### src/rtl/morse_symbol_capture.sv
// Morse key front end: synchronise and debounce the raw key, time each press as
// dot or dash, and pack up to five symbols into a character closed by a release gap.
module morse_symbol_capture #(
  parameter int DEB_CYC  = 1_000_000,
  parameter int DASH_CYC = 30_000_000,
  parameter int GAP_CYC  = 60_000_000,
  parameter int CNT_W    = 27
) (
  input  logic       clk,
  input  logic       rst,
  input  logic       key_raw,
  output logic       key_db,
  output logic       sym_valid,
  output logic       sym_dash,
  output logic       char_valid,
  output logic [4:0] char_code,
  output logic [2:0] char_len,
  output logic       char_err
);

  typedef enum logic [1:0] {
    ST_IDLE  = 2'd0,
    ST_PRESS = 2'd1,
    ST_GAP   = 2'd2
  } state_t;

  localparam logic [CNT_W-1:0] CNT_ONE  = {{(CNT_W-1){1'b0}}, 1'b1};
  localparam logic [CNT_W-1:0] DEB_LAST = CNT_W'(DEB_CYC - 1);
  localparam logic [CNT_W-1:0] DASH_LIM = CNT_W'(DASH_CYC);
  localparam logic [CNT_W-1:0] GAP_LIM  = CNT_W'(GAP_CYC);

  function automatic logic [CNT_W-1:0] sat_inc(input logic [CNT_W-1:0] v);
    if (&v) begin
      return v;
    end else begin
      return v + CNT_ONE;
    end
  endfunction

  logic             sync1_q, sync2_q;
  logic             key_db_q, key_db_d;
  logic             db_prev_q;
  logic [CNT_W-1:0] deb_cnt_q, deb_cnt_d;

  state_t           state_q, state_d;
  logic [CNT_W-1:0] dur_q, dur_d;
  logic [2:0]       cnt_q, cnt_d;
  logic [4:0]       buf_q, buf_d;

  logic             sym_valid_q, sym_valid_d;
  logic             sym_dash_q, sym_dash_d;
  logic             char_valid_q, char_valid_d;
  logic [4:0]       char_code_q, char_code_d;
  logic [2:0]       char_len_q, char_len_d;
  logic             char_err_q, char_err_d;

  logic             rise_s, fall_s;
  logic [CNT_W-1:0] dur_inc_s;
  logic             press_dash_s;

  // Two-flop synchroniser for the asynchronous key input.
  always_ff @(posedge clk or posedge rst) begin
    if (rst) begin
      sync1_q <= 1'b0;
      sync2_q <= 1'b0;
    end else begin
      sync1_q <= key_raw;
      sync2_q <= sync1_q;
    end
  end

  // Debouncer: toggle only after DEB_CYC consecutive cycles of disagreement.
  always_comb begin
    key_db_d  = key_db_q;
    deb_cnt_d = deb_cnt_q;
    if (sync2_q != key_db_q) begin
      if (deb_cnt_q >= DEB_LAST) begin
        key_db_d  = ~key_db_q;
        deb_cnt_d = '0;
      end else begin
        deb_cnt_d = deb_cnt_q + CNT_ONE;
      end
    end else begin
      deb_cnt_d = '0;
    end
  end

  // Debouncer and edge-detect registers.
  always_ff @(posedge clk or posedge rst) begin
    if (rst) begin
      key_db_q  <= 1'b0;
      deb_cnt_q <= '0;
      db_prev_q <= 1'b0;
    end else begin
      key_db_q  <= key_db_d;
      deb_cnt_q <= deb_cnt_d;
      db_prev_q <= key_db_q;
    end
  end

  assign rise_s = key_db_q & ~db_prev_q;
  assign fall_s = ~key_db_q & db_prev_q;

  // The fall cycle itself counts, so the classified length equals the high time.
  assign dur_inc_s    = sat_inc(dur_q);
  assign press_dash_s = (dur_inc_s >= DASH_LIM);

  // Symbol/character FSM: next state, counters and output strobes.
  always_comb begin
    state_d      = state_q;
    dur_d        = dur_q;
    cnt_d        = cnt_q;
    buf_d        = buf_q;
    sym_valid_d  = 1'b0;
    sym_dash_d   = 1'b0;
    char_valid_d = 1'b0;
    char_err_d   = 1'b0;
    char_code_d  = char_code_q;
    char_len_d   = char_len_q;
    case (state_q)
      ST_IDLE: begin
        if (rise_s) begin
          state_d = ST_PRESS;
          dur_d   = '0;
        end else begin
          state_d = ST_IDLE;
        end
      end
      ST_PRESS: begin
        if (fall_s) begin
          sym_valid_d = 1'b1;
          sym_dash_d  = press_dash_s;
          dur_d       = '0;
          if (cnt_q == 3'd5) begin
            char_err_d = 1'b1;
            buf_d      = 5'd0;
            cnt_d      = 3'd0;
            state_d    = ST_IDLE;
          end else begin
            buf_d   = buf_q | (5'(press_dash_s) << cnt_q);
            cnt_d   = cnt_q + 3'd1;
            state_d = ST_GAP;
          end
        end else begin
          dur_d = dur_inc_s;
        end
      end
      ST_GAP: begin
        if (dur_q >= GAP_LIM) begin
          char_valid_d = 1'b1;
          char_code_d  = buf_q;
          char_len_d   = cnt_q;
          buf_d        = 5'd0;
          cnt_d        = 3'd0;
          dur_d        = '0;
          // A press landing on the timeout cycle still starts a new character.
          if (rise_s) begin
            state_d = ST_PRESS;
          end else begin
            state_d = ST_IDLE;
          end
        end else if (rise_s) begin
          state_d = ST_PRESS;
          dur_d   = '0;
        end else begin
          dur_d = dur_inc_s;
        end
      end
      default: begin
        state_d = ST_IDLE;
        dur_d   = '0;
        cnt_d   = 3'd0;
        buf_d   = 5'd0;
      end
    endcase
  end

  // FSM state, counters and registered outputs.
  always_ff @(posedge clk or posedge rst) begin
    if (rst) begin
      state_q      <= ST_IDLE;
      dur_q        <= '0;
      cnt_q        <= 3'd0;
      buf_q        <= 5'd0;
      sym_valid_q  <= 1'b0;
      sym_dash_q   <= 1'b0;
      char_valid_q <= 1'b0;
      char_code_q  <= 5'd0;
      char_len_q   <= 3'd0;
      char_err_q   <= 1'b0;
    end else begin
      state_q      <= state_d;
      dur_q        <= dur_d;
      cnt_q        <= cnt_d;
      buf_q        <= buf_d;
      sym_valid_q  <= sym_valid_d;
      sym_dash_q   <= sym_dash_d;
      char_valid_q <= char_valid_d;
      char_code_q  <= char_code_d;
      char_len_q   <= char_len_d;
      char_err_q   <= char_err_d;
    end
  end

  assign key_db     = key_db_q;
  assign sym_valid  = sym_valid_q;
  assign sym_dash   = sym_dash_q;
  assign char_valid = char_valid_q;
  assign char_code  = char_code_q;
  assign char_len   = char_len_q;
  assign char_err   = char_err_q;

endmodule

### config.mk
export PLATFORM = sky130hd
export DESIGN_NAME = morse_symbol_capture
export DESIGN_NICKNAME = d
export VERILOG_FILES = /design/src/rtl/morse_symbol_capture.sv
export SDC_FILE = /design/constraint.sdc
export NUM_CORES = 1
export LEC_CHECK = 0
export BUFFER_PORTS_ARGS = -buffer_cell sky130_fd_sc_hd__buf_2
export CAP_MARGIN = 20
export CORE_ASPECT_RATIO = 0.5
export CORE_MARGIN = 4
export CORE_UTILIZATION = 55
export DETAILED_ROUTE_END_ITERATION = 16
export PLACE_DENSITY = 0.72
export SLEW_MARGIN = 0
export SYNTH_ARGS = -nofsm -noshare
export SYNTH_HDL_FRONTEND = slang
export SYNTH_SLANG_ARGS = --single-unit
### constraint.sdc
create_clock -name clk -period 2.7 [get_ports clk]
set_input_delay 0.27 -clock clk [delete_from_list [all_inputs] [get_ports clk]]
set_output_delay 0.27 -clock clk [all_outputs]
set_load 0.01 [all_outputs]
==> impl_summary.md <==
Outcome
The run finished, with violations left. The final reports fail on negative hold slack.

Global route
The initial antenna violation count is 0. The global routing met1 resource utilization is 0.3246. The global-route wire length before repair is 17,730 µm. The global router's overall resource usage is 0.2286. Entering global routing, the biggest net connects 46 pins. The met3 usage is 0.05540.

The routing usage on met2 is 0.3513. The via count of the first global-routing pass came to 3,515. In this run the most used layer during global routing was met2. The total overflow left after global routing is 0.

Cells and area
The antenna cell count is 0. Summing all multi-input logic gate instances after layout gives 2341 µm². The filler cells instantiated in the layout total 617. The share of final-layout standard cells stronger than drive strength 1 is 0.1867. The layout overhead on the synthesized area is 15.86%. The final net count is 531. The area of all sequential standard cells is 2006 µm².

Detailed routing
The total iterations of the first detailed-routing run is 7. The number of remaining DRC errors is 0. The detailed router finished its first iteration with 395 violations.

The routed wirelength normalized by instance count is 16.33 µm. The remaining antenna violation count is 0. The routed design has 10,340 µm of wire. The via density per instance is 5.915.

The routed layout has 3,744 vias.

STA
The largest clock skew in the final design is 0.009540 ns. The final number of setup-violating endpoints is 0. At the pin with the least slew margin, the transition time is 0.6837 ns. The maximum frequency from static timing analysis is 380.0 MHz.

The normalized max-slew margin is 0.5442. The final-report hold violation count was 13. In the post-route analysis, the smallest setup slack over all paths is 0.06865 ns. The period utilization is 0.9746. The setup total negative slack is 0 ns. The final hold slack is -0.004684 ns. The final count of pins violating max slew is 0.

The time the final worst path needs with I/O delays and setup is 2.631 ns.

Die
After floorplanning, the core was sized to cover 7597 µm². The count of boundary I/O pins is 16. The die is 135.4 µm wide. The die covers 9710 µm². The vertical die dimension is 71.71 µm.

The floorplan has 22 rows. The initial core utilization is 0.5876.

Worst hold path
The worst hold path belongs to the class input port to asynchronous set/reset pin.

Placement
The count of buffers added on input and output ports is 15. Detailed placement finished with a half-perimeter wire length of 6986 µm. The placer's final routability congestion estimate is 0.9155. The pre-CTS setup slack is 0.05695 ns.

Synth
Counting flops with a built-in enable in the synthesized netlist gives 0. In this run the mean area of a mapped cell was 9.320 µm². The synthesis-stage register bit count is 80. The share of the Yosys chip area taken by registers is 0.4484. The top cell type's share of synthesized area is 0.4484. The number of standard cells after synthesis is 479. Ranked by total cell area, the synthesized netlist is headed by dfrtp_1, nand2_1, nor2_1. During synthesis, Yosys emitted a total of 0 warnings. The cell type contributing the most total cell area after synthesis is dfrtp_1.

The proportion of register bits with asynchronous set or reset after synthesis is 1.000. The dominant register cell in the synthesized netlist is dfrtp_1. Summing every instance area after synthesis gives 4464 µm².

In this run, distinct cell masters in the synthesized netlist total 69.

Clocking
The buffer type at the clock tree root is clkbuf_16. After clock tree synthesis, the clock-pin slew on the worst setup and hold paths is 0.06 ns. The later pin in the worst-skew pair is clocked with a latency of 0.34 ns. The TritonCTS clock tree is built.

The H-tree depth is 3. The clock tree buffer depth is 2. The tree built by TritonCTS fans out to 80 sinks. In this run, CTS created clock tree buffers numbering 9. The number of buffers added to fix hold violations after cts is 0.

Critical path
The kind of launch point of the worst setup path is a flip-flop. The largest fanout on the critical path is 9. Data arrives at the worst endpoint at 2.84 ns. The critical path goes through and3_1 -> nand4_1 -> a2111oi_4 -> and4_4 -> mux2_4 -> a211oi_4 -> o21ai_1. The standard cell with the maximum stage delay on the critical path is dfrtp_1. The highest cell delay on the worst timing path is 0.49 ns. The largest delay contributor family on the critical path is compound AO/OA/AOI/OAI gates. The critical path in this run is classified as flip-flop to flip-flop. The critical path data required time is 2.91 ns. Counting both buffers and inverters, the worst setup path holds a total of 0. STA classifies the critical path endpoint as a flip-flop.

Power and ir drop
The analysis attributes to cell leakage a power of 2.306 nW. Dividing total power by cell area gives a power density of 622.9 nW/µm². VDD sags by at most 367.1 µV.

Flow run
Max-cap violations in this run came to 0.
where the power goes:
group	switching, mW	internal [mW]	total (mW)
registers	0.0440	1.24	1.28
clock network	0.501	0.811	1.31
logic	0.424	0.203	0.627
total	0.969	2.25	3.22
sequential cells by signal, summed over array words and instances (netlist names):
register    cells
deb_cnt_q      27
dur_q          27
buf_q           5
char_code       5
char_len        3
cnt_q           3
state_q         2
char_err        1
char_valid      1
db_prev_q       1
key_db          1
sym_dash        1
sym_valid       1
sync1_q         1
sync2_q         1
cell families (layout without fill, tap and decap cells):
logic type      Yosys count  after routing  synth area share
buf+inv                  39             79           0.03756
simple gates            225            225            0.2733
compound gates           98             98            0.1592
xor+xnor                 24             24           0.04708
other cells               1              7         0.0008400
flops                    80             80            0.4484
fa+ha+maj                 7              7           0.01962
mux                       5              5           0.01401
final timing paths:
path,from,end,slack [ns],cells past startpoint
setup reg to reg,dur_q[11],buf_q[3],0.07,7
hold / removal,rst,deb_cnt_q[4],-0.005,2
setup / recovery,dur_q[11],buf_q[3],0.07,7
min in group clk,key_raw,sync1_q,0.04,1
max in group asynchronous,rst,char_err,2.05,3
hold reg to reg,sync1_q,sync2_q,0.37,0
final cells by class:
class | instances | share of cell area
clock buffers | 9 | 0.04354
clock inverters | 6 | 0.01766
multi-input cells | 366 | 0.4526
inverters | 22 | 0.01621
flip-flops and latches | 80 | 0.3878
well taps | 108 | 0.02612
repair buffers | 42 | 0.05612
metal layers:
layer,up-vias,share of wire
met5,-,0
met3,18,0.066
met4,0,0.012
met2,130,0.46
met1,1825,0.46
li1,1771,-
cell usage after synthesis, drive strengths merged, types with 2 or more instances:
master and count:
a2111oi 2, a211oi 3, a21o 2, a21oi 22
a221oi 2, a31oi 3, and2 9, and3 10
and4 8, buf 9, clkbuf 8, dfrtp 80
ha 7, inv 21, mux2 4, nand2 82
nand2b 5, nand3 27, nand4 12, nand4b 3
nor2 42, nor2b 4, nor3 7, nor4 4
o211ai 2, o21a 2, o21ai 30, o22a 2
o22ai 3, o31ai 12, o41ai 6, or3 7
or4 4, xnor2 7, xor2 17
worst reg2reg max path, delay by kind of cell, from the launching register on:
family,cells,cell delay (ns)
compound gates,3,0.87
simple gates,3,0.82
flops,1,0.49
mux,1,0.31
through the flow:
stage               hold slack [ns]    util  total power, mW  cells  cell area (µm²)
finish                    -0.004684  0.6808            3.222    633             5172
global route                0.02860  0.6808            3.383    633             5172
CTS                         0.01882  0.6762            3.229    632             5137
detailed placement           0.3557  0.6346            1.910    617             4821
global placement             0.3564  0.6346            1.904    617             4821
floorplan                    0.3014       -            1.746    485             4487
placed cells by master (no fill, tap or decap), drive strengths merged, types with 2 or more instances in the layout:
cell type  count
xnor2          7
a21oi         22
nor4           4
o22ai          3
o21a           2
clkinv         4
a221oi         2
dfrtp         80
bufinv         2
a21o           2
buf           42
and2           9
and4           8
ha             7
a2111oi        2
nor2          42
nand3         27
conb           7
nand4         12
nor3           7
clkbuf         9
o21ai         30
and3          10
o31ai         12
nand2         82
or4            4
nand2b         5
inv           22
nand4b         3
mux2           4
o41ai          6
nor2b          4
xor2          17
or3            7
a211oi         3
o211ai         2
a31oi          3
o22a           2
what timing repair did:
item                       CTS  global route
buffers inserted             0             1
resized for setup            0             8
setup endpoints to repair    0             8
Note: power is estimated with default switching activity, not from simulation.
